### src/rtl/dcache_rd_ctrl_if.sv
// Bundle of the core, miss-unit and tag/data-array signals for one dcache read port.
// Signal names keep the _i/_o direction of the controller side.
interface dcache_rd_ctrl_if #(
    parameter int PLEN  = 56,
    parameter int TAG_W = 44,
    parameter int IDX_W = 8,
    parameter int OFF_W = 4,
    parameter int WAYS  = 8
);
    logic                   cache_en_i;
    logic                   stall_i;
    logic                   busy_o;
    logic                   req_i;
    logic [IDX_W+OFF_W-1:0] addr_index_i;
    logic [TAG_W-1:0]       addr_tag_i;
    logic                   tag_valid_i;
    logic                   kill_i;
    logic [1:0]             size_i;
    logic                   gnt_o;
    logic                   rvalid_o;
    logic [63:0]            rdata_o;
    logic                   miss_req_o;
    logic                   miss_ack_i;
    logic                   miss_nc_o;
    logic                   miss_we_o;
    logic [63:0]            miss_wdata_o;
    logic [PLEN-1:0]        miss_paddr_o;
    logic [WAYS-1:0]        miss_vld_bits_o;
    logic [2:0]             miss_size_o;
    logic [3:0]             miss_id_o;
    logic                   miss_replay_i;
    logic                   miss_rtrn_vld_i;
    logic [63:0]            miss_rtrn_data_i;
    logic                   wr_cl_vld_i;
    logic                   rd_req_o;
    logic                   rd_ack_i;
    logic [IDX_W-1:0]       rd_idx_o;
    logic [OFF_W-1:0]       rd_off_o;
    logic [TAG_W-1:0]       rd_tag_o;
    logic                   rd_tag_only_o;
    logic [63:0]            rd_data_i;
    logic [WAYS-1:0]        rd_vld_bits_i;
    logic [WAYS-1:0]        rd_hit_oh_i;

    modport slave (
        input  cache_en_i, stall_i, req_i, addr_index_i, addr_tag_i, tag_valid_i, kill_i, size_i,
               miss_ack_i, miss_replay_i, miss_rtrn_vld_i, miss_rtrn_data_i, wr_cl_vld_i,
               rd_ack_i, rd_data_i, rd_vld_bits_i, rd_hit_oh_i,
        output busy_o, gnt_o, rvalid_o, rdata_o, miss_req_o, miss_nc_o, miss_we_o, miss_wdata_o,
               miss_paddr_o, miss_vld_bits_o, miss_size_o, miss_id_o,
               rd_req_o, rd_idx_o, rd_off_o, rd_tag_o, rd_tag_only_o
    );

    modport master (
        output cache_en_i, stall_i, req_i, addr_index_i, addr_tag_i, tag_valid_i, kill_i, size_i,
               miss_ack_i, miss_replay_i, miss_rtrn_vld_i, miss_rtrn_data_i, wr_cl_vld_i,
               rd_ack_i, rd_data_i, rd_vld_bits_i, rd_hit_oh_i,
        input  busy_o, gnt_o, rvalid_o, rdata_o, miss_req_o, miss_nc_o, miss_we_o, miss_wdata_o,
               miss_paddr_o, miss_vld_bits_o, miss_size_o, miss_id_o,
               rd_req_o, rd_idx_o, rd_off_o, rd_tag_o, rd_tag_only_o
    );
endinterface

### src/rtl/dcache_rd_ctrl.sv
// Load-port read controller for the write-through L1 dcache: lookup, miss, kill and replay handling.
// Define DCACHE_RD_CTRL_PIPELINE_EN to allow back-to-back hits (grant a new request on a hit cycle).
module dcache_rd_ctrl #(
    parameter int RD_TX_ID = 1,
    parameter int PLEN     = 56,
    parameter int TAG_W    = 44,
    parameter int IDX_W    = 8,
    parameter int OFF_W    = 4,
    parameter int WAYS     = 8
) (
    input  logic              clk_i,
    input  logic              rst_ni,
    dcache_rd_ctrl_if.slave   bus
);
    typedef enum logic [2:0] {
        IDLE, READ, MISS_REQ, MISS_WAIT, KILL_MISS, REPLAY_REQ, REPLAY_READ
    } state_e;

    state_e            state_r, state_nxt_s;
    logic [IDX_W-1:0]  idx_r;
    logic [OFF_W-1:0]  off_r;
    logic [TAG_W-1:0]  tag_r;
    logic [1:0]        size_r;
    logic [WAYS-1:0]   vld_r;
    logic              busy_r, miss_req_r;

    logic              new_req_s, look_s, hit_s;
    logic              gnt_s, rvalid_s, rd_req_s, cap_req_s, cap_tag_s, cap_vld_s;
    logic [63:0]       rdata_s;
    logic [IDX_W-1:0]  rd_idx_s;
    logic [OFF_W-1:0]  rd_off_s;
    logic [TAG_W-1:0]  rd_tag_s;

    assign new_req_s = bus.req_i && !bus.stall_i;
    // A replayed lookup already owns a valid tag; a first lookup waits for it.
    assign look_s    = (state_r == REPLAY_READ) || ((state_r == READ) && bus.tag_valid_i);
    assign hit_s     = (|bus.rd_hit_oh_i) && bus.cache_en_i;

    // Next-state decode and the handshake outputs that must respond within the cycle.
    always_comb begin
        state_nxt_s = state_r;
        gnt_s       = 1'b0;
        rvalid_s    = 1'b0;
        rdata_s     = 64'h0;
        rd_req_s    = 1'b0;
        rd_idx_s    = idx_r;
        rd_off_s    = off_r;
        rd_tag_s    = tag_r;
        cap_req_s   = 1'b0;
        cap_tag_s   = 1'b0;
        cap_vld_s   = 1'b0;
        case (state_r)
            IDLE: begin
                if (new_req_s) begin
                    rd_req_s = 1'b1;
                    rd_idx_s = bus.addr_index_i[IDX_W+OFF_W-1:OFF_W];
                    rd_off_s = bus.addr_index_i[OFF_W-1:0];
                    if (bus.rd_ack_i) begin
                        gnt_s       = 1'b1;
                        cap_req_s   = 1'b1;
                        state_nxt_s = READ;
                    end else begin
                        state_nxt_s = IDLE;
                    end
                end else begin
                    state_nxt_s = IDLE;
                end
            end
            READ, REPLAY_READ: begin
                if (state_r == READ) begin
                    rd_tag_s  = bus.addr_tag_i;
                    cap_tag_s = bus.tag_valid_i;
                end else begin
                    rd_tag_s  = tag_r;
                end
                if (!look_s) begin
                    state_nxt_s = state_r;
                end else if (bus.kill_i) begin
                    state_nxt_s = IDLE;
                end else if (bus.wr_cl_vld_i) begin
                    state_nxt_s = REPLAY_REQ;
                end else if (hit_s) begin
                    rvalid_s    = 1'b1;
                    rdata_s     = bus.rd_data_i;
                    state_nxt_s = IDLE;
`ifdef DCACHE_RD_CTRL_PIPELINE_EN
                    if (new_req_s) begin
                        rd_req_s = 1'b1;
                        rd_idx_s = bus.addr_index_i[IDX_W+OFF_W-1:OFF_W];
                        rd_off_s = bus.addr_index_i[OFF_W-1:0];
                        if (bus.rd_ack_i) begin
                            gnt_s       = 1'b1;
                            cap_req_s   = 1'b1;
                            state_nxt_s = READ;
                        end else begin
                            state_nxt_s = IDLE;
                        end
                    end else begin
                        state_nxt_s = IDLE;
                    end
`else
                    state_nxt_s = IDLE;
`endif
                end else begin
                    cap_vld_s   = 1'b1;
                    state_nxt_s = MISS_REQ;
                end
            end
            MISS_REQ: begin
                if (bus.kill_i && !bus.miss_ack_i) begin
                    state_nxt_s = IDLE;
                end else if (bus.miss_replay_i) begin
                    state_nxt_s = REPLAY_REQ;
                end else if (bus.miss_ack_i) begin
                    state_nxt_s = bus.kill_i ? KILL_MISS : MISS_WAIT;
                end else begin
                    state_nxt_s = MISS_REQ;
                end
            end
            MISS_WAIT: begin
                if (bus.miss_rtrn_vld_i) begin
                    rvalid_s    = 1'b1;
                    rdata_s     = bus.miss_rtrn_data_i;
                    state_nxt_s = IDLE;
                end else if (bus.kill_i) begin
                    state_nxt_s = KILL_MISS;
                end else begin
                    state_nxt_s = MISS_WAIT;
                end
            end
            // The refill is already in flight, so it must be drained before reuse.
            KILL_MISS: begin
                if (bus.miss_rtrn_vld_i) begin
                    state_nxt_s = IDLE;
                end else begin
                    state_nxt_s = KILL_MISS;
                end
            end
            REPLAY_REQ: begin
                rd_req_s = 1'b1;
                if (bus.kill_i) begin
                    state_nxt_s = IDLE;
                end else if (bus.rd_ack_i) begin
                    state_nxt_s = REPLAY_READ;
                end else begin
                    state_nxt_s = REPLAY_REQ;
                end
            end
            default: begin
                state_nxt_s = IDLE;
            end
        endcase
    end

    // State register, registered status flags and captured request fields.
    always_ff @(posedge clk_i or negedge rst_ni) begin
        if (!rst_ni) begin
            state_r    <= IDLE;
            busy_r     <= 1'b0;
            miss_req_r <= 1'b0;
            idx_r      <= '0;
            off_r      <= '0;
            tag_r      <= '0;
            size_r     <= 2'b00;
            vld_r      <= '0;
        end else begin
            state_r    <= state_nxt_s;
            busy_r     <= (state_nxt_s != IDLE);
            miss_req_r <= (state_nxt_s == MISS_REQ);
            if (cap_req_s) begin
                idx_r  <= bus.addr_index_i[IDX_W+OFF_W-1:OFF_W];
                off_r  <= bus.addr_index_i[OFF_W-1:0];
                size_r <= bus.size_i;
            end
            if (cap_tag_s) begin
                tag_r <= bus.addr_tag_i;
            end
            if (cap_vld_s) begin
                vld_r <= bus.rd_vld_bits_i;
            end
        end
    end

    assign bus.busy_o          = busy_r;
    assign bus.gnt_o           = gnt_s;
    assign bus.rvalid_o        = rvalid_s;
    assign bus.rdata_o         = rdata_s;
    assign bus.miss_req_o      = miss_req_r;
    assign bus.miss_nc_o       = miss_req_r && !bus.cache_en_i;
    assign bus.miss_we_o       = 1'b0;
    assign bus.miss_wdata_o    = 64'h0;
    assign bus.miss_paddr_o    = PLEN'({tag_r, idx_r, off_r});
    assign bus.miss_vld_bits_o = vld_r;
    assign bus.miss_size_o     = {1'b0, size_r};
    assign bus.miss_id_o       = 4'(RD_TX_ID);
    assign bus.rd_req_o        = rd_req_s;
    assign bus.rd_idx_o        = rd_idx_s;
    assign bus.rd_off_o        = rd_off_s;
    assign bus.rd_tag_o        = rd_tag_s;
    assign bus.rd_tag_only_o   = 1'b0;
endmodule

### src/flat_wrapper.sv
// flat-port wrapper written by rule: the top's interface ports become plain ports
module dcache_rd_ctrl_flat 
#(
    parameter int RD_TX_ID = 1,
    parameter int PLEN     = 56,
    parameter int TAG_W    = 44,
    parameter int IDX_W    = 8,
    parameter int OFF_W    = 4,
    parameter int WAYS     = 8
)
  (clk_i, rst_ni, bus_cache_en_i, bus_stall_i, bus_req_i, bus_addr_index_i, bus_addr_tag_i, bus_tag_valid_i, bus_kill_i, bus_size_i, bus_miss_ack_i, bus_miss_replay_i, bus_miss_rtrn_vld_i, bus_miss_rtrn_data_i, bus_wr_cl_vld_i, bus_rd_ack_i, bus_rd_data_i, bus_rd_vld_bits_i, bus_rd_hit_oh_i, bus_busy_o, bus_gnt_o, bus_rvalid_o, bus_rdata_o, bus_miss_req_o, bus_miss_nc_o, bus_miss_we_o, bus_miss_wdata_o, bus_miss_paddr_o, bus_miss_vld_bits_o, bus_miss_size_o, bus_miss_id_o, bus_rd_req_o, bus_rd_idx_o, bus_rd_off_o, bus_rd_tag_o, bus_rd_tag_only_o);
  dcache_rd_ctrl_if #(.PLEN(PLEN), .TAG_W(TAG_W), .IDX_W(IDX_W), .OFF_W(OFF_W), .WAYS(WAYS)) bus_i ();
  input  logic clk_i;
  input  logic rst_ni;
  input wire logic [$bits(bus_i.cache_en_i)-1:0] bus_cache_en_i;
  input wire logic [$bits(bus_i.stall_i)-1:0] bus_stall_i;
  input wire logic [$bits(bus_i.req_i)-1:0] bus_req_i;
  input wire logic [$bits(bus_i.addr_index_i)-1:0] bus_addr_index_i;
  input wire logic [$bits(bus_i.addr_tag_i)-1:0] bus_addr_tag_i;
  input wire logic [$bits(bus_i.tag_valid_i)-1:0] bus_tag_valid_i;
  input wire logic [$bits(bus_i.kill_i)-1:0] bus_kill_i;
  input wire logic [$bits(bus_i.size_i)-1:0] bus_size_i;
  input wire logic [$bits(bus_i.miss_ack_i)-1:0] bus_miss_ack_i;
  input wire logic [$bits(bus_i.miss_replay_i)-1:0] bus_miss_replay_i;
  input wire logic [$bits(bus_i.miss_rtrn_vld_i)-1:0] bus_miss_rtrn_vld_i;
  input wire logic [$bits(bus_i.miss_rtrn_data_i)-1:0] bus_miss_rtrn_data_i;
  input wire logic [$bits(bus_i.wr_cl_vld_i)-1:0] bus_wr_cl_vld_i;
  input wire logic [$bits(bus_i.rd_ack_i)-1:0] bus_rd_ack_i;
  input wire logic [$bits(bus_i.rd_data_i)-1:0] bus_rd_data_i;
  input wire logic [$bits(bus_i.rd_vld_bits_i)-1:0] bus_rd_vld_bits_i;
  input wire logic [$bits(bus_i.rd_hit_oh_i)-1:0] bus_rd_hit_oh_i;
  output wire logic [$bits(bus_i.busy_o)-1:0] bus_busy_o;
  output wire logic [$bits(bus_i.gnt_o)-1:0] bus_gnt_o;
  output wire logic [$bits(bus_i.rvalid_o)-1:0] bus_rvalid_o;
  output wire logic [$bits(bus_i.rdata_o)-1:0] bus_rdata_o;
  output wire logic [$bits(bus_i.miss_req_o)-1:0] bus_miss_req_o;
  output wire logic [$bits(bus_i.miss_nc_o)-1:0] bus_miss_nc_o;
  output wire logic [$bits(bus_i.miss_we_o)-1:0] bus_miss_we_o;
  output wire logic [$bits(bus_i.miss_wdata_o)-1:0] bus_miss_wdata_o;
  output wire logic [$bits(bus_i.miss_paddr_o)-1:0] bus_miss_paddr_o;
  output wire logic [$bits(bus_i.miss_vld_bits_o)-1:0] bus_miss_vld_bits_o;
  output wire logic [$bits(bus_i.miss_size_o)-1:0] bus_miss_size_o;
  output wire logic [$bits(bus_i.miss_id_o)-1:0] bus_miss_id_o;
  output wire logic [$bits(bus_i.rd_req_o)-1:0] bus_rd_req_o;
  output wire logic [$bits(bus_i.rd_idx_o)-1:0] bus_rd_idx_o;
  output wire logic [$bits(bus_i.rd_off_o)-1:0] bus_rd_off_o;
  output wire logic [$bits(bus_i.rd_tag_o)-1:0] bus_rd_tag_o;
  output wire logic [$bits(bus_i.rd_tag_only_o)-1:0] bus_rd_tag_only_o;
  assign bus_i.cache_en_i = bus_cache_en_i;
  assign bus_i.stall_i = bus_stall_i;
  assign bus_i.req_i = bus_req_i;
  assign bus_i.addr_index_i = bus_addr_index_i;
  assign bus_i.addr_tag_i = bus_addr_tag_i;
  assign bus_i.tag_valid_i = bus_tag_valid_i;
  assign bus_i.kill_i = bus_kill_i;
  assign bus_i.size_i = bus_size_i;
  assign bus_i.miss_ack_i = bus_miss_ack_i;
  assign bus_i.miss_replay_i = bus_miss_replay_i;
  assign bus_i.miss_rtrn_vld_i = bus_miss_rtrn_vld_i;
  assign bus_i.miss_rtrn_data_i = bus_miss_rtrn_data_i;
  assign bus_i.wr_cl_vld_i = bus_wr_cl_vld_i;
  assign bus_i.rd_ack_i = bus_rd_ack_i;
  assign bus_i.rd_data_i = bus_rd_data_i;
  assign bus_i.rd_vld_bits_i = bus_rd_vld_bits_i;
  assign bus_i.rd_hit_oh_i = bus_rd_hit_oh_i;
  assign bus_busy_o = bus_i.busy_o;
  assign bus_gnt_o = bus_i.gnt_o;
  assign bus_rvalid_o = bus_i.rvalid_o;
  assign bus_rdata_o = bus_i.rdata_o;
  assign bus_miss_req_o = bus_i.miss_req_o;
  assign bus_miss_nc_o = bus_i.miss_nc_o;
  assign bus_miss_we_o = bus_i.miss_we_o;
  assign bus_miss_wdata_o = bus_i.miss_wdata_o;
  assign bus_miss_paddr_o = bus_i.miss_paddr_o;
  assign bus_miss_vld_bits_o = bus_i.miss_vld_bits_o;
  assign bus_miss_size_o = bus_i.miss_size_o;
  assign bus_miss_id_o = bus_i.miss_id_o;
  assign bus_rd_req_o = bus_i.rd_req_o;
  assign bus_rd_idx_o = bus_i.rd_idx_o;
  assign bus_rd_off_o = bus_i.rd_off_o;
  assign bus_rd_tag_o = bus_i.rd_tag_o;
  assign bus_rd_tag_only_o = bus_i.rd_tag_only_o;
  dcache_rd_ctrl #(.RD_TX_ID(RD_TX_ID), .PLEN(PLEN), .TAG_W(TAG_W), .IDX_W(IDX_W), .OFF_W(OFF_W), .WAYS(WAYS)) u_core (.clk_i(clk_i), .rst_ni(rst_ni), .bus(bus_i));
endmodule
### config.mk
export PLATFORM = sky130hd
export DESIGN_NAME = dcache_rd_ctrl_flat
export DESIGN_NICKNAME = d
export VERILOG_FILES = /design/src/rtl/dcache_rd_ctrl_if.sv /design/src/rtl/dcache_rd_ctrl.sv /design/src/flat_wrapper.sv
export SDC_FILE = /design/constraint.sdc
export NUM_CORES = 1
export LEC_CHECK = 0
export BUFFER_PORTS_ARGS = -buffer_cell sky130_fd_sc_hd__buf_2
export CORE_AREA = 2 2 184 186
export CTS_BUF_LIST = sky130_fd_sc_hd__clkbuf_16
export DETAILED_ROUTE_END_ITERATION = 7
export DIE_AREA = 0 0 186 188
export PLACE_DENSITY = 0.51
export SYNTH_ARGS = -nofsm -noshare
export SYNTH_HDL_FRONTEND = slang
export SYNTH_SLANG_ARGS = --single-unit
### constraint.sdc
create_clock -name clk_i -period 2 [get_ports clk_i]
set_input_delay 0.1 -clock clk_i [delete_from_list [all_inputs] [get_ports clk_i]]
set_output_delay 0.1 -clock clk_i [all_outputs]
set_load 0.03 [all_outputs]
==> results of run 1 <==
[per-stage QoR]
stage / instance area, um2 / TNS (ps)
3_5_place_dp: 7610 / -3250
4_1_cts: 9090 / -22370
2_1_floorplan: 5190 / -1300
6_report: 9690 / -18450
3_3_place_gp: 7610 / -3720
5_1_grt: 9690 / -29180
[worst register-to-register path, stage by stage, from the launching register on]
cell and delay, ps:
dfrtp_1 420, nor4bb_4 310, a21oi_2 90, buf_4 150, buf_6 110, nor4b_4 280, buf_12 180, mux2_2 330
[placed cells by master (no fill, tap or decap), drive strengths merged, types with 2 or more instances in the layout]
master,instances
a21oi,3
a22o,64
buf,448
bufbuf,2
bufinv,2
clkbuf,11
clkinv,2
clkinvlp,2
conb,71
dfrtp,71
dlygate4sd3,64
inv,7
mux2,108
nand2,46
nand3,2
nand4,2
nor2,5
nor2b,5
nor3,3
or2,2
or4,3
[logic make-up (layout without fill, tap and decap cells)]
kind of cell / Yosys count / after routing
DFF: 71 / 71
and+or+nand+nor: 74 / 74
AOI/OAI and AO/OA: 74 / 74
buffers and inverters: 107 / 538
muxes: 109 / 109
adders and majority gates: 1 / 1
other: 2 / 71
[layout make-up]
type	count	share of cell area, %
Clock inverter	7	1.01
Sequential cell	71	18.3
Tap cell	448	5.78
Timing Repair Buffer	516	41.5
Clock buffer	9	2.32
Inverter	6	0.271
Multi-Input combinational cell	329	30.8
[sequential cells by signal (all words and copies together) (netlist names)]
| name | flops |
|---|---|
| u_core.idx_r | 8 |
| u_core.tag_r | 44 |
| u_core.state_r | 3 |
| u_core.bus.busy_o | 1 |
| u_core.size_r | 2 |
| u_core.off_r | 4 |
| u_core.bus.miss_vld_bits_o | 8 |
| u_core.bus.miss_req_o | 1 |
[worst max path at each step]
| stage | start | endpoint | slack, ps | cells past startpoint |
|---|---|---|---|---|
| global placement | u_core.state_r[2] | bus_rdata_o[2] | -140 | 7 |
| global route | u_core.state_r[2] | bus_rdata_o[31] | -320 | 8 |
| floorplan | u_core.state_r[2] | bus_rdata_o[13] | -40 | 8 |
| detailed placement | u_core.state_r[1] | bus_rdata_o[1] | -130 | 7 |
| CTS | u_core.state_r[1] | bus_rdata_o[6] | -250 | 7 |
| finish | u_core.state_r[0] | bus_rd_tag_o[15] | -250 | 7 |
[where the power goes]
part	internal (mW)	leakage [nW]	total (mW)	switching [mW]
combinational	2.87	3.88	7.08	4.21
sequential	2.07	0.869	2.54	0.466
clock	1.10	0.157	1.79	0.692
total	6.04	4.91	11.4	5.37
[metal layers]
layer / vias up / GRT usage (%) / wire (um)
li1: 2423 / - / -
met2: 254 / 23.8 / 12800
met4: 0 / 4.39 / 450
met3: 13 / 3.69 / 1970
met1: 2527 / 15.6 / 10200
met5: - / 0 / 0
[what timing repair did]
action,CTS,global route
buffers inserted,7,6
endpoints found under the hold margin,94,0
gates resized for setup,108,170
hold buffers,64,0
cloned,3,2
pin swaps,3,25
setup endpoints to repair,122,122
==> reports/summary.md, run 1 <==
Summing the areas of all compound-gate instances in the mapped netlist gives 13.4% of the synthesized area. In the finished design, the share of the clock period the worst path needs comes to 112%. The number of pins exceeding their max-slew limit in the final report was 0; the maximum clock frequency was 445 MHz. The total overflow left after global routing is 0. Total count of hold-check failures in the final report: 0.

Including well taps, the total number of placed cells is 1289. Global routing used 13.5% of the available tracks across all layers. Data on the critical path arrives at its endpoint at 2150 ps.

The count of inserted antenna diode cells came out at 0. The cell at the slowest stage of the critical path is dfrtp_1. STA classifies the critical path endpoint as an output pin. Buffer cell driving the clock tree root: clkbuf_16. The biggest area contributor in the post-synthesis netlist is dfrtp_1. The register-to-register setup slack came out at 20 ps.

The run gives 109 as the count of final setup violators. The largest driver fanout on the critical path was 11. The clock insertion delay at the later pin of the skew report came out at 350 ps.

The most used flip-flop cell after synthesis is dfrtp_1. The die span in y was 188 um. The worst register-to-register path begins at u_core.state_r[1]. Of the post-synthesis cell area, the part taken by muxes is 26.0%. The synthesis-stage register bit count works out to 71. Fraction of layout instances using a drive strength above 1: 69.4%.

The maximum resistive drop on vdd is 0.921 mV, and the synthesized instance count is 438. The clock period minus final worst setup slack came out at 2250 ps. The reported max-cap violation count is 0. TritonCTS built the clock tree.

Using the TritonRoute via totals, the vias-per-cell ratio works out to 3.76. The transition at the pin with the smallest max-transition slack was 646 ps. The startpoint identified for the worst hold timing path is bus_addr_tag_i[36].

The number of filler instances in the final layout was 3442; the count of standard-cell rows was 67. CTS built an H-tree with a depth of 3. STA classifies the critical path startpoint as a flip-flop.

The number of sinks on the clock net came out at 71. Of the total synthesized cell area, the portion taken by full adders, half adders and majority gates is 0.213%. By area the synthesized netlist is led by dfrtp_1 (38%), mux2_2 (26%), buf_4 (12%).

The worst register-to-register path ends at u_core.bus.miss_vld_bits_o[6]. For the data required time of the critical path, the log shows 1900 ps. The proportion of netlist area held by the largest area contributor came out at 37.7%. The logs give 35 for the number of different library cells in the post-synthesis netlist and 0 for the initial antenna violation count. After floorplanning, the core was sized to cover 33100 um2. The number of top-level pins came out at 477. The die width is 186 um. The tools report the worst setup margin as -247 ps. Summing all multi-input logic gate instances after layout gives 2980 um2.

The worst relative slew slack was 56.9%. The die covers 35000 um2. The violation count after the first detailed-route iteration was 105; the setup slack at placement was -133 ps. Cell count of the worst hold path: 2.

By instance count, the leading cell after synthesis is mux2_2. Measured in cells, the most critical reg-to-reg path has a length of 7. The average cell area after synthesis came out at 10.7 um2.

The worst hold path terminates at u_core.tag_r[36]. Counting the buffers created by CTS gives 9. The final reports fail on negative setup slack. The initial standard-cell utilization of the core was 14.2%.

By count the netlist is led by mux2_2 (108), buf_4 (76), dfrtp_1 (71). Net count reported at finish: 1147. The weighted congestion at the end of routability-driven global placement was 0.773.

The count of nets left with antenna violations once routing finished came out at 0. Of the total synthesized cell area, the portion taken by AND, OR, NAND and NOR gates is 7.66%. The run finished, with violations left.

On the final layout, the worst hold slack is 32.1 ps. The design draws 11.4 mW. Setup repair after global routing could not meet its margin everywhere. The cell area power density works out to 1180 nW/um2. Critical path's largest stage delay: 390 ps. The mapped cell area came out at 4710 um2. The number of buffers and inverters on the critical path is 5. The signal on the critical path passes through buf_6 > clkinvlp_4 > nor3_4 > buf_12 > bufbuf_16 > mux2_2 > buf_4. The async set-reset flop share out of synthesis came out at 100%.

The number of global-route vias before repair was 5225. Excluding fillers, the count of instances in the completed layout stands at 1386. The tools report the share of the core filled with cells in the final layout as 29.3%.

The detailed-routing iteration count for the pre-antenna-repair pass was 4; the wire length of the first global-routing pass was 33800 um. Across all layers, the routed design uses 5217 vias. The routed wire length per instance works out to 18.3 um.

Largest clock skew in the final design: 10.8 ps. The analysis attributes to cell leakage a power of 4.91 nW. For the wire length after detailed routing, the log shows 25400 um. The clock passes through at most 2 buffers.

By area, the combinational part of the netlist is dominated by multiplexers. Entering global routing, the biggest net connects 45 pins. The synthesized design contains 0 enable-type register cells. The synthesized netlist devotes 0% of its cell area to XOR and XNOR gates. The kind of cell adding the most delay to the critical path is buffers and inverters. After detailed routing, the number of remaining DRC violations is 0.

Detailed placement ended at an HPWL of 19400 um. The classification of the worst setup path is reg2out. The min-delay analysis places its worst path in the category in2reg. The relative area change from synthesis to final layout is 106%, and the number of I/O port buffers is 405. The portion of the post-synthesis area used by sequential elements is 37.7%. The sequential cells in the finished layout cover a total of 1780 um2.

The Yosys step of the flow raised 0 warnings. After clock tree synthesis, the clock-pin slew on the worst setup and hold paths is 60 ps.
No activity file was read; power rests on OpenSTA's default activity.
==> run 2: changes to the inputs <==
--- a/config.mk
+++ b/config.mk
@@ -6,11 +6,12 @@
 export NUM_CORES = 1
 export LEC_CHECK = 0
 export BUFFER_PORTS_ARGS = -buffer_cell sky130_fd_sc_hd__buf_2
-export CORE_AREA = 2 2 184 186
+export CORE_AREA = 2 2 187 189
 export CTS_BUF_LIST = sky130_fd_sc_hd__clkbuf_16
 export DETAILED_ROUTE_END_ITERATION = 7
-export DIE_AREA = 0 0 186 188
+export DIE_AREA = 0 0 189 191
 export PLACE_DENSITY = 0.51
+export SKIP_CTS_REPAIR_TIMING = 1
 export SYNTH_ARGS = -nofsm -noshare
 export SYNTH_HDL_FRONTEND = slang
 export SYNTH_SLANG_ARGS = --single-unit
==> constraint.sdc (replaced) <==
create_clock -name clk_i -period 2 [get_ports clk_i]
set_input_delay 0.2 -clock clk_i [delete_from_list [all_inputs] [get_ports clk_i]]
set_output_delay 0.2 -clock clk_i [all_outputs]
set_load 0.03 [all_outputs]
==> reports/summary.md, run 2 (synthesized netlist as in run 1, its figures left out) <==
The flow ran to the end, but the final reports show violations. The final reports fail on negative setup slack. For the reported leakage power, the log shows 4.66 nW. Clock-pin slew was measured on the worst setup and hold paths at 60 ps.

0 antenna diodes ended up in the layout. The run gives 59.6% as the worst relative slew slack. In this run the tool buffered the top-level ports with 405 buffer cells. In this run the number of H-tree levels came out at 3. Detailed routing placed a total of 1980 um of wire on met3. Traced cell by cell, the critical path runs through nor4bb_4 > a21oi_4 > nor4_4 > buf_12 > buf_16 > a22o_1 > clkbuf_4. Worst setup margin: -498 ps. Critical path buffer and inverter count: 3. The number of cells in the design after placement is 1294, and the critical path's largest stage delay is 410 ps. The clock net in this run drives a total of 71 sinks. The share of the core filled with cells in the final layout came out at 26.1%.

The via count normalized by instance count came out at 3.76. The multi-input combinational cells in the finished layout cover a total of 3100 um2. Entering global routing, the biggest net connects 45 pins. The tools report the total routing usage reported by global routing as 11.9%. The weighted congestion at the end of routability-driven global placement is 0.830.

The tools report the maximum clock frequency as 400 MHz. In the final routed layout, each cell accounts on average for 19.0 um. Summed over all layers, the global routing overflow is 0. The region available for standard cell placement spans 34100 um2.

For this block, wires on met1 add up to 9510 um. The worst hold-check slack came out at 49.5 ps. The initial antenna violation count was 5; the count of standard-cell rows was 68.

Type of the tightest min-delay check: in2reg. TritonCTS built the clock tree. The kind of cell adding the most delay to the critical path is simple AND/OR/NAND/NOR gates. The routed layout has 5015 vias. The number of buffers between clock root and the deepest sink was 2. Before antenna repair, the detailed router went through 4 iterations.

The total count of hold-check failures in the final report was 0. Compared with the post-synthesis result, the final layout area differs by 89.1%. For the largest clock skew in the final design, the log shows 6.35 ps. STA classifies the critical path startpoint as a flip-flop.

The first global-routing pass estimated 31000 um of wire. The maximum resistive drop on vdd was 0.995 mV. Wire segments on met2 add up to 13300 um in the final route. The slowest stage of the critical path belongs to the cell dfrtp_1. The share of the cycle needed by the critical path after routing was 125%. Register with the highest flop count: u_core.tag_r.

Setup repair after global routing could not meet its margin everywhere. The library cell used most frequently in the layout, excluding fill and tap cells, is buf_2. In this run, the number of DRC markers left after iteration 0 of detailed routing was 163. The final non-filler cell total is 1333.

The die width came out at 189 um. From bottom edge to top edge, the die measures 191 um. The standard cell area after detailed placement is 7700 um2.

The number of pins exceeding their max-slew limit in the final report was 0; the transition at the pin with the smallest max-transition slack was 605 ps. Setup violations remaining at the end of the flow were counted as 122. The number of global-route vias before repair is 4701. For this run, the post-layout net count is 1087. TritonCTS created 9 clock buffers.

The half-perimeter wire length after placement is 19600 um, and the count of antenna-violating nets left after detailed routing is 0. Summing all non-filler instances in the final layout gives an area of 8900 um2. The arrival time of data at the critical path endpoint is 2300 ps. The reported max-cap violation count is 0, and the largest driver fanout on the critical path is 14. In the final layout, the share of cells above drive strength 1 is 73.9%. The top cell types in the final layout, fill and taps aside, are buf_2 (329), mux2_2 (99), conb_1 (71), dfrtp_1 (71), buf_6 (68). Buffer cell driving the clock tree root: clkbuf_16.

Wires add up to 25300 um. In the final layout, flip-flops and latches occupy 1780 um2. The number of top-level pins was 477.

The worst setup path is of the reg2out kind. Clock insertion delay at the later pin of the skew report: 340 ps. The initial standard-cell utilization of the core came out at 13.8%. The worst setup path is captured at an output pin. For the finished layout, the period the worst path requires is 2500 ps. For this design the ratio of total power to cell area is 1210 nW/um2.

The data required time of the critical path was 1800 ps. The layout has 3666 filler cells. The highest layer touched by signal routing is met5.

In the routed design, unresolved DRC markers number 0. The area of the die was 36100 um2; the number of flip-flops in the largest register was 44.
## run 2: cell types whose count changed in the layout (fill, tap and decap cells not counted), moves of 4 or more
| cell | before | now |
|---|---|---|
| clkbuf_4 | 0 | 11 |
| buf_12 | 22 | 10 |
| clkbuf_16 | 11 | 16 |
| buf_8 | 8 | 4 |
| buf_2 | 285 | 329 |
| a22o_2 | 22 | 6 |
| a22o_4 | 40 | 55 |
| buf_6 | 75 | 68 |
| dlygate4sd3_1 | 64 | 1 |
| buf_4 | 58 | 24 |
## run 2: report_power, final
part | internal [mW] | switching (mW) | leakage (nW) | total, mW
Combinational | 2.57 | 4.21 | 3.66 | 6.77
Clock | 0.817 | 0.621 | 0.133 | 1.44
Sequential | 2.07 | 0.460 | 0.869 | 2.53
Total | 5.46 | 5.29 | 4.66 | 10.7
## run 2: final timing paths
check / cells after the start / slack (ps) / to / start
min: 3 / 50 / u_core.size_r[1] / bus_size_i[1]
max in group asynchronous: 3 / 1050 / u_core.off_r[3] / rst_ni
max: 7 / -500 / bus_rdata_o[0] / u_core.state_r[1]
min in group asynchronous: 2 / 350 / u_core.tag_r[1] / rst_ni
max reg2reg: 8 / 0 / u_core.bus.busy_o / u_core.state_r[0]
min reg2reg: 2 / 480 / u_core.size_r[0] / u_core.size_r[0]
## run 2: layer usage
layer | vias up | global-route usage (%)
met2 | 308 | 21.2
li1 | 2314 | -
met1 | 2360 | 13.7
met4 | 4 | 4.12
met3 | 29 | 3.10
met5 | - | 0
## run 2: area by class of cell
cell class | count | area share [%]
Clock buffer | 9 | 2.53
Clock inverter | 7 | 0.365
Inverter | 6 | 0.295
Multi-Input combinational cell | 329 | 34.8
Sequential cell | 71 | 20.0
Tap cell | 455 | 6.39
Timing Repair Buffer | 456 | 35.7
## run 2: per-stage QoR
step,setup TNS [ps],setup WS [ps],total power [mW]
CTS,-92690,-1200,10.2
finish,-45430,-498,10.7
global route,-56710,-592,11.3
global placement,-48670,-756,8.64
detailed placement,-50960,-799,8.63
floorplan,-434,-14.5,6.80
## run 2: worst register-to-register path: cells and delay by family, from the launching register on
kind / cells / cell delay (ps)
AND/OR/NAND/NOR: 4 / 930
flip-flops: 1 / 410
AO/OA/AOI/OAI: 1 / 180
buffers and inverters: 3 / 360
==> run 3: changes to the inputs <==
--- a/config.mk
+++ b/config.mk
@@ -11,6 +11,7 @@
 export DETAILED_ROUTE_END_ITERATION = 7
 export DIE_AREA = 0 0 189 191
 export PLACE_DENSITY = 0.51
+export RECOVER_POWER = 100
 export SKIP_CTS_REPAIR_TIMING = 1
 export SYNTH_ARGS = -nofsm -noshare
 export SYNTH_HDL_FRONTEND = slang
==> reports/summary.md, run 3 (synthesized netlist as in run 1, its figures left out) <==
The flow ran to the end, but the final reports show violations. The checks that failed: negative setup slack. The run gives 0 as the reported max-cap violation count. The tools report the first element of the critical path as u_core.state_r[1].

The logs give 340 ps for the clock insertion delay at the later pin of the skew report and 19600 um for the half-perimeter wire length after placement. The congestion estimate from routability-driven global placement came to 0.830. For this run the aggregate overflow at the end of global routing stands at 0. The clock passes through at most 2 buffers.

Between clock sinks in the finished design, the worst skew comes to 7.37 ps. For the area of the die, the log shows 36100 um2. The clock slew at the register clock pins of the worst setup and hold paths came out at 60 ps. The library cell used most frequently in the layout, excluding fill and tap cells, is buf_2. For this configuration, the core starts out at a cell density of 13.8%. The number of I/O port buffers works out to 405. Dividing the detail-routed wire length by the instance count gives 18.9 um.

The number of top-level pins is 477. Timing would allow up to 400 MHz. For the pin with the worst max-slew slack, the measured transition is 897 ps.

More flip-flops sit in one register than any other, and that register is u_core.tag_r. Summing over every cut layer, the via total after detailed routing is 4989. The final layout contains routed wiring with a total length of 25200 um. The run gives 45 as the pin count of the biggest net entering global routing. The die is 189 um wide. By startpoint and endpoint, the worst setup path is classified as reg2out. The clock tree synthesis step divided the H-tree into 3 levels.

The path class of the tightest hold or removal check is in2reg. The run gives 0 as the number of pins exceeding their max-slew limit in the final report. In the final design database the tool counted 1087 nets.

After detailed placement, the design holds a cell count of 1294. The violation count after the first detailed-route iteration came out at 152. TritonCTS created 9 clock buffers. The fraction of layout instances using a drive strength above 1 came out at 66.1%.

Maximum resistive drop on vdd: 0.975 mV. For hold timing, the worst endpoint is u_core.size_r[1]. The run gives 5 as the initial antenna violation count. The reported leakage power was 4.44 nW; the die span in y was 191 um.

The worst register-to-register path begins at u_core.state_r[0]. The worst setup path is captured at an output pin. The clock period minus final worst setup slack came out at 2500 ps. Before antenna repair, the detailed router went through 4 iterations. For the data required time of the critical path, the log shows 1800 ps.

The tools report the share of the core filled with cells in the final layout as 25.8%. The clock drives 71 sinks. The area inside the core boundary was 34100 um2; the number of flip-flops in the largest register was 44. STA classifies the critical path startpoint as a flip-flop. In the layout the commonest cells are buf_2 (260), mux2_2 (99), conb_1 (71), dfrtp_1 (71), clkbuf_1 (69). Measured in cells, the most critical reg-to-reg path has a length of 8.

In this run the register-to-register setup slack is 0 ps. The number of filler instances in the final layout was 3704. For this design the ratio of total power to cell area is 1200 nW/um2. The worst register-to-register path ends at u_core.bus.busy_o. Timing analysis after detailed placement gives a worst setup slack of -799 ps.

Excluding fillers, the count of instances in the completed layout stands at 1333. Global routing used 11.9% of the available tracks across all layers. The number of antenna diodes in the final layout is 0.

Once placement finished, the instance area stood at 7700 um2. The first global-routing pass estimated 31000 um of wire. The run gives 4701 as the number of global-route vias before repair.

In the routed design, unresolved DRC markers number 0. Using the TritonRoute via totals, the vias-per-cell ratio works out to 3.74. The worst hold path begins at bus_size_i[1]. The share of the cycle needed by the critical path after routing is 125%. The buffer cell driving the clock tree root is clkbuf_16.

Compared with the post-synthesis result, the final layout area differs by 87.0%. Adding up every negative setup slack in the final design gives -45370 ps. The initialized floorplan defines 68 standard-cell rows. The worst hold path was traced through 3 stages. In this run the tightest slew margin relative to its limit is 40.2%.

The finished cells cover 8800 um2. Largest driver fanout on the critical path: 14. The total count of hold-check failures in the final report came out at 0.

Setup repair after global routing could not meet its margin everywhere. TritonCTS built the clock tree. Once detail routing completed, the nets flagged for antenna violations numbered 0.

The arrival time of data at the critical path endpoint came out at 2300 ps. Setup violations remaining at the end of the flow were counted as 122. The worst setup margin is -497 ps.
==> run 3: cell count changes in the layout (fill, tap and decap cells not counted) <==
cell	previous run	this run
clkbuf_2	0	1
buf_4	24	23
buf_12	10	9
clkbuf_1	0	69
buf_2	329	260
clkbuf_4	11	12
==> run 3: final cells by class <==
| type | count | area, um2 | share of cell area (%) |
|---|---|---|---|
| multi-input cells | 329 | 3100 | 35.2 |
| clock buffers | 9 | 225 | 2.56 |
| flip-flops and latches | 71 | 1780 | 20.2 |
| well taps | 455 | 569 | 6.47 |
| repair buffers | 456 | 3070 | 34.9 |
| clock inverters | 7 | 32.5 | 0.370 |
| inverters | 6 | 26.3 | 0.299 |
==> run 3: worst max-delay path by stage <==
stage / end / cells past startpoint
floorplan: bus_rdata_o[33] / 8
CTS: bus_rdata_o[0] / 6
detailed placement: bus_rdata_o[0] / 6
global route: bus_rdata_o[0] / 7
finish: bus_rdata_o[0] / 7
global placement: bus_rdata_o[9] / 6
==> run 3: per-layer routing <==
metal  GRT usage [%]  wire length, um  share of wire (%)  vias up
li1                -                -                  -     2312
met1            13.7             9590                 38     2347
met2            21.2            13200                 52      297
met3            3.10             1860                7.4       29
met4            4.12              510                2.0        4
met5               0               23              0.091        -
==> run 3: power breakdown <==
group | internal, mW | switching [mW] | total [mW]
Sequential | 2.07 | 0.474 | 2.55
Combinational | 2.38 | 4.20 | 6.58
Clock | 0.817 | 0.626 | 1.44
==> run 3: through the flow <==
step	hold WS, ps	power [mW]
global placement	193	8.64
CTS	-183	10.2
detailed placement	192	8.63
global route	53.6	11.1
finish	49.3	10.6
floorplan	-95.6	6.80
==> run 3: worst max-delay path: stages (launching register included) <==
cell and delay [ps]:
dfrtp_1 410, nor4bb_4 390, a21oi_4 70, nor4_4 360, buf_12 210, buf_16 160, a22o_1 150, clkbuf_4 180
